==> config.mk <==
export PLATFORM = sky130hd
export DESIGN_NAME = seg7_scan_ctrl
export DESIGN_NICKNAME = d
export VERILOG_FILES = /design/src/rtl/seg7_scan_ctrl.sv
export SDC_FILE = /design/constraint.sdc
export NUM_CORES = 1
export LEC_CHECK = 0
export BUFFER_PORTS_ARGS = -buffer_cell sky130_fd_sc_hd__buf_2
export CORE_AREA = 2 2 86 121
export CTS_CLUSTER_SIZE = 10
export DETAILED_ROUTE_END_ITERATION = 10
export DIE_AREA = 0 0 88 123
export MAX_ROUTING_LAYER = met4
export PLACE_DENSITY = 0.86
export SETUP_SLACK_MARGIN = 0.1
export SLEW_MARGIN = 20
export SYNTH_ARGS = -nofsm -noshare
export SYNTH_HDL_FRONTEND = slang
export SYNTH_SLANG_ARGS = --single-unit
==> constraint.sdc <==
create_clock -name clk -period 3.8 [get_ports clk]
set_input_delay 0 -clock clk [delete_from_list [all_inputs] [get_ports clk]]
set_output_delay 0 -clock clk [all_outputs]
set_load 0.02 [all_outputs]
==> src/rtl/seg7_scan_ctrl.sv <==
// seg7_scan_ctrl: multiplexed 7-segment display scanner.
// Display words arrive over a valid/ready handshake into a shadow buffer.
// The shadow moves into the display registers only at a frame wrap, so a frame never tears.
// Optional feature macro: SEG7_LZB_EN enables leading-zero blanking, computed when a word is swapped in.
module seg7_scan_ctrl #(
  parameter int unsigned DIGITS         = 8,
  parameter int unsigned DIV            = 4,
  parameter bit          SEG_ACTIVE_LOW = 1'b1,
  parameter bit          SEL_ACTIVE_LOW = 1'b1
) (
  input  logic                  clk,
  input  logic                  reset,
  input  logic                  in_valid,
  output logic                  in_ready,
  input  logic [4*DIGITS-1:0]   in_data,
  input  logic [DIGITS-1:0]     in_dp,
  input  logic [DIGITS-1:0]     in_blank,
  input  logic                  hold,
  output logic [7:0]            o_seg,
  output logic [DIGITS-1:0]     o_sel,
  output logic                  frame_tick
);

  localparam int unsigned IDX_W = (DIGITS > 1) ? $clog2(DIGITS) : 1;
  localparam int unsigned PRE_W = (DIV > 1) ? $clog2(DIV) : 1;
  localparam int unsigned DW    = 4 * DIGITS;
  localparam logic [7:0]        SEG_INV = {8{SEG_ACTIVE_LOW}};
  localparam logic [DIGITS-1:0] SEL_INV = {DIGITS{SEL_ACTIVE_LOW}};

  logic [PRE_W-1:0]  pre;
  logic [IDX_W-1:0]  idx;
  logic [DW-1:0]     sh_data;
  logic [DIGITS-1:0] sh_dp;
  logic [DIGITS-1:0] sh_blank;
  logic [DW-1:0]     disp_data;
  logic [DIGITS-1:0] disp_dp;
  logic [DIGITS-1:0] disp_mask;

  logic              adv_c;
  logic              wrap_c;
  logic [DIGITS-1:0] lzb_c;
  logic [3:0]        nib_c;
  logic [7:0]        seg_c;
  logic [DIGITS-1:0] sel_c;

  // Hex nibble to active-high gfedcba pattern.
  function automatic logic [6:0] dec(input logic [3:0] n);
    logic [6:0] s;
    case (n)
      4'h0: s = 7'h3F;
      4'h1: s = 7'h06;
      4'h2: s = 7'h5B;
      4'h3: s = 7'h4F;
      4'h4: s = 7'h66;
      4'h5: s = 7'h6D;
      4'h6: s = 7'h7D;
      4'h7: s = 7'h07;
      4'h8: s = 7'h7F;
      4'h9: s = 7'h6F;
      4'hA: s = 7'h77;
      4'hB: s = 7'h7C;
      4'hC: s = 7'h39;
      4'hD: s = 7'h5E;
      4'hE: s = 7'h79;
      default: s = 7'h71;
    endcase
    return s;
  endfunction

  // Advance and wrap strobes; nothing moves while held.
  always_comb begin
    adv_c  = !hold && (pre == PRE_W'(DIV - 1));
    wrap_c = adv_c && (idx == IDX_W'(DIGITS - 1));
  end

  // Prescaler, digit index and frame pulse.
  always_ff @(posedge clk or posedge reset) begin
    if (reset) begin
      pre        <= '0;
      idx        <= '0;
      frame_tick <= 1'b0;
    end else begin
      frame_tick <= wrap_c;
      if (!hold) begin
        if (adv_c) begin
          pre <= '0;
          idx <= wrap_c ? '0 : idx + IDX_W'(1);
        end else begin
          pre <= pre + PRE_W'(1);
        end
      end
    end
  end

`ifdef SEG7_LZB_EN
  logic lead;

  // Leading-zero mask of the word about to be displayed; digit 0 always stays lit.
  always_comb begin
    lzb_c = '0;
    lead  = 1'b1;
    for (int i = int'(DIGITS) - 1; i >= 1; i--) begin
      if ((sh_data[4*i +: 4] != 4'h0) || sh_dp[i]) lead = 1'b0;
      lzb_c[i] = lead;
    end
  end
`else
  // Zeros are always shown; only the explicit blank mask darkens digits.
  always_comb begin
    lzb_c = '0;
  end
`endif

  // Handshake into the shadow buffer and swap into the display registers at frame wrap.
  always_ff @(posedge clk or posedge reset) begin
    if (reset) begin
      in_ready  <= 1'b1;
      sh_data   <= '0;
      sh_dp     <= '0;
      sh_blank  <= '0;
      disp_data <= '0;
      disp_dp   <= '0;
      disp_mask <= '1;
    end else if (in_valid && in_ready) begin
      sh_data  <= in_data;
      sh_dp    <= in_dp;
      sh_blank <= in_blank;
      in_ready <= 1'b0;
    end else if (wrap_c && !in_ready) begin
      disp_data <= sh_data;
      disp_dp   <= sh_dp;
      disp_mask <= sh_blank | lzb_c;
      in_ready  <= 1'b1;
    end
  end

  // Segment and select patterns for the current digit, active-high.
  always_comb begin
    nib_c = disp_data[{idx, 2'b00} +: 4];
    seg_c = disp_mask[idx] ? 8'h00 : {disp_dp[idx], dec(nib_c)};
    sel_c = DIGITS'(1) << idx;
  end

  // Registered pin drivers, frozen while held.
  always_ff @(posedge clk or posedge reset) begin
    if (reset) begin
      o_seg <= SEG_INV;
      o_sel <= SEL_INV;
    end else if (!hold) begin
      o_seg <= seg_c ^ SEG_INV;
      o_sel <= sel_c ^ SEL_INV;
    end
  end

endmodule
* Word-level counts from Yosys, hierarchy flattened
Memory sizes are Yosys's and may differ from the RTL's. Cells that the tools add are included.
Word-level totals: register bits after elaboration 119, memory bits (read-only) 112, bits of input ports 52, output and inout port bits 18, memories 1
Cells by class: add/sub/neg operators 2, magnitude comparators 1, equal/unequal tests 2, shift operators 2, mux-type cells 9, bitwise gates (word level) 4, reduce and logical (&&, ||, !) cells 9
Memories:
- (no name shown) | depth 16, bits a word 7, rd ports 1, clocked after Yosys merged registers in 0, wr ports 0, RTL line 49 | case (n)
Operators with widths (number):
- $shiftx A32 B6 Y4 | 1
- $not A8 Y8 | 2
- $mux W8 | 1
- $shl A1 B3 Y8 const A | 1
- $bmux W1 S3 | 2
- $logic_and A1 B1 Y1 | 4
- $lt A3 B4 Y1 const B | 1
- $mux W1 | 4
- $reduce_and A2 Y1 | 2
- $add A3 B1 Y3 const B | 1
- $eq A3 B3 Y1 const B | 1
- $mux W3 | 1
- $add A2 B1 Y2 const B | 1
- $eq A2 B2 Y1 const B | 1
- $logic_not A1 Y1 | 2
- $mux W2 | 1
- $not A1 Y1 | 2
- $reduce_bool A2 Y1 | 1

* Depth between registers and ports, before layout
word-level depth 6, depth in mapped cells 9

* Worst setup path before layout
OpenSTA, ideal clock, no wires.
kind register to register, start register idx[1], end register o_seg[3], setup time 0.094 ns, data arrival time 2.396 ns, setup slack 1.310 ns, cell stages (with the launch flop) 9, path buffers 1, clock period less this slack 2.490 ns, cells stage by stage dfrtp_1 > buf_2 > mux4_2 > mux2i_1 > inv_1 > ha_1 > mux2_1 > mux2i_1 > a21oi_1
On the way: longest elaborated chain between the ends 4
Ends and longest elaborated chain:
- from (decl) | RTL line 31 | logic [IDX_W-1:0] idx;
- from (signal assigned) | RTL line 87 | idx <= wrap_c ? '0 : idx + IDX_W'(1);
- $shiftx A32 B6 Y4 / $bmux W1 S3 (equally long branches) | RTL line 139, 140
- $mem_v2 Z16 W7 / $mux W1 (equally long branches)
- $mux W8 (*) | RTL line 140 | seg_c = disp_mask[idx] ? 8'h00 : {disp_dp[idx], dec(nib_c)};
- $not A8 Y8 (no source line) (*)
- to (signal assigned) | RTL line 150 | o_seg <= seg_c ^ SEG_INV;
- to (decl) | RTL line 19 | output logic [7:0] o_seg,
Every way passes the cells marked *; elsewhere a longest branch is shown, timed or not. The select of a mux whose other input is x is not followed. A chain may end at the register's enable or synchronous reset.

* Worst setup path after layout
Ends and elaborated chain as after synthesis.

==> results by group <==
Die
  – Rows: 43
  – # IOs: 70
  – Core area: around 9700 um2
  – Die W: 88 um
  – Die ar.: 10800 um2
  – Die H: 123 um
  – Initial Util: ~53%

Timing
  – Rel. slew slack: between 20% and 30%
  – Setup violations, final: 0
  – Clock Skews: between 0.007 and 0.008 ns
  – Period minus WS final: 2.95 ns
  – Pins Over Slew Limit: 0
  – Setup TNS: 0 ns
  – Hold Violations, Final: 0
  – Maximum clock frequency: between 300 and 400 MHz
  – Worst slew pin tran: roughly 1.0 ns
  – RSZ-0062 raised after global routing: no
  – Fin crit share: about 78%

Global routing
  – Global-route total usage across every layer: 22.2%
  – Initial antenna violation count: 0
  – Largest net degree at the start of global routing: 89
  – First-pass GRT wire length: between 15000 and 20000 um
  – Grt total ovfl: 0
  – Vias in the first global route: between 3000 and 4000

Logic synthesis
  – Sequential share of the synthesized area: 57.9%
  – Syn_area_per_cell: between 15 and 20 um2
  – Count leader, synth: mux2_2
  – Mapped Nets: 410
  – Post-synth EDFFs: 0
  – Synth area leaders: dfrtp_1, mux2_2, dfstp_2, mux4_2, ha_1
  – Post-synth top area share: 45.3%
  – Seq cells post-synth: ~120
  – Asr flop ratio synth: between 90% and 100%
  – Mapped Cells: ~350
  – Biggest area consumer among synthesized cells: dfrtp_1
  – Netlist cell types: 36
  – Cell Area, Synth: 5200 um2
  – Yosys warning count: 0
  – Predominant post-synthesis flop cell: dfrtp_1
  – Top cells by count, synth: mux2_2, dfrtp_1, dfstp_2

Route
  – 1st-pass router iterations: 4
  – Initial drt markers: 212
  – Wire length per cell: between 15 and 20 um
  – Antenna Nets Post-Route: 0
  – Routed vias: between 3000 and 4000
  – Via density: approximately 5.3
  – # DRC: 0
  – Final wirelength: between 10000 and 15000 um

Setup path
  – CP Max Fanout: 15
  – Critical Path Source: idx[1]$_DFFE_PP0P_
  – R2R Path Start: idx[1]$_DFFE_PP0P_
  – CP Launch Type: flip-flop
  – Reg2reg setup slack: roughly 0.85 ns
  – Critical path class: reg2reg
  – Crit path to: o_seg[3]$_DFFE_PP1N_
  – Worst path required time: 4.12 ns
  – R2R cell count: 7
  – Critical R2R Capture: o_seg[3]$_DFFE_PP1N_
  – Arr. time, crit path: roughly 3.3 ns
  – Worst Setup End Kind: flip-flop

Placed design
  – GP Congestion: approximately 0.90
  – Port Buffers: 69
  – DP Wirelength: between 6000 and 7000 um

Clocking
  – Clock Sinks: ~120
  – Post-CTS sizing: 0
  – CTS Root Cell: clkbuf_16
  – Post-CTS Setup Inserts: 0
  – Inserted Clock Buffers: 17
  – Hold-fix buffers, CTS: 50
  – H-tree Lvls: 4
  – CTS tree: built
  – Clock Path Buffers: 2
  – Clock Latency Late Sink: roughly 0.4 ns
  – Clock-pin slew on the worst setup and hold paths: 0.05 ns

Pwr
  – Static leakage: ~0.0033 uW
  – Pwr dens: about 720 nW/um2
  – Max IR drop VDD: around 0.40 mV

Status
  – Outcome: finished clean

Run
  – Max-cap violations: 0

Finish
  – Ant diodes: 0
  – Utilization after layout: a little over two thirds
  – Fin nets: ~530
  – Fraction of layout cells with a size suffix above 1: about half
  – P&R area growth vs syn: 30.1%

Min path
  – Worst hold start: hold
  – Worst hold path type: in2reg
==> placed cells by master (no fill, tap or decap), types with 3 or more instances in the layout <==
| cell type | synthesis | routed |
|---|---|---|
| bufinv_16 | 0 | 3 |
| clkbuf_1 | 5 | 3 |
| nor2b_1 | 7 | 7 |
| clkinv_2 | 0 | 5 |
| mux2_2 | 100 | 100 |
| nor2_1 | 4 | 3 |
| inv_1 | 12 | 11 |
| dlygate4sd3_1 | 0 | 50 |
| clkbuf_8 | 0 | 3 |
| clkbuf_16 | 0 | 17 |
| dfstp_2 | 25 | 25 |
| ha_1 | 13 | 13 |
| a21oi_1 | 10 | 10 |
| mux4_2 | 10 | 10 |
| and2_1 | 3 | 3 |
| o21ai_0 | 3 | 3 |
| dfrtp_1 | 94 | 94 |
| a22oi_1 | 3 | 3 |
| buf_2 | 5 | 69 |
| nand2_1 | 14 | 13 |
| mux2i_1 | 10 | 10 |
==> kinds of logic (layout without fill, tap and decap cells) <==
family | count (synthesis) | in the layout | share of synthesized area (%)
compound gates | 23 | 23 | 3.01
fa+ha+maj | 13 | 13 | 3.13
buf+inv | 31 | 167 | 2.72
flops | 119 | 119 | 57.9
mux | 125 | 125 | 29.7
simple gates | 34 | 34 | 3.52
==> power by group <==
| part | switching, uW | internal, uW |
|---|---|---|
| Clock | 537 | 1080 |
| Combinational | 546 | 654 |
| Sequential | 319 | 1750 |
==> routing by layer <==
layer	up-vias	share of wire, %	global-route usage [%]
li1	1478	-	-
met1	1632	40	26.0
met2	96	53	35.9
met3	28	4.0	5.34
met4	0	3.1	10.8
met5	-	0	-
==> metrics by stage <==
step           hold WS [ns]  instances  cell area (um2)  worst slack, ns  power, uW
2_1_floorplan        0.0586        345             5200            0.684       2890
3_3_place_gp          0.178        534             5650             1.02       3130
3_5_place_dp          0.175        534             5650            0.932       3210
4_1_cts             0.00338        616             6750            0.876       4880
5_1_grt              0.0278        616             6760            0.650       5130
6_report             0.0221        616             6760            0.852       4880
==> critical path, cell delays in order, from the launching register on <==
cell     delay [ns]
dfrtp_1        0.82
mux4_2         0.60
mux2i_1        0.44
inv_1          0.18
ha_1           0.30
mux2_1         0.30
mux2i_1        0.13
a21oi_1        0.08
==> flip-flops by register name, summed over array words and instances, names as in the netlist <==
signal	flops
o_seg	8
sh_dp	8
sh_data	32
sh_blank	8
disp_mask	8
o_sel	8
in_ready	1
idx	3
frame_tick	1
disp_dp	8
disp_data	32
pre	2
==> worst min-delay path by stage <==
stage / to / slack (ns) / cells after the start
after detailed placement: in_ready$_DFFE_PP1P_ / 0.17 / 2
after global placement: in_ready$_DFFE_PP1P_ / 0.18 / 2
after global routing: o_sel[3]$_DFFE_PP1N_ / 0.03 / 2
after CTS: o_sel[3]$_DFFE_PP1N_ / 0.003 / 2
after floorplan: in_ready$_DFFE_PP1P_ / 0.06 / 1
final: o_sel[3]$_DFFE_PP1N_ / 0.02 / 2
==> cell type report <==
type	count	area, um2
multi-input combinational	195	2060
sequential	119	3010
timing repair buffer	121	861
tap	135	169
inverter	14	57.6
clock inverter	9	123
fill	608	2980
clock buffer	23	478
Note: power is estimated with default switching activity, not from simulation.
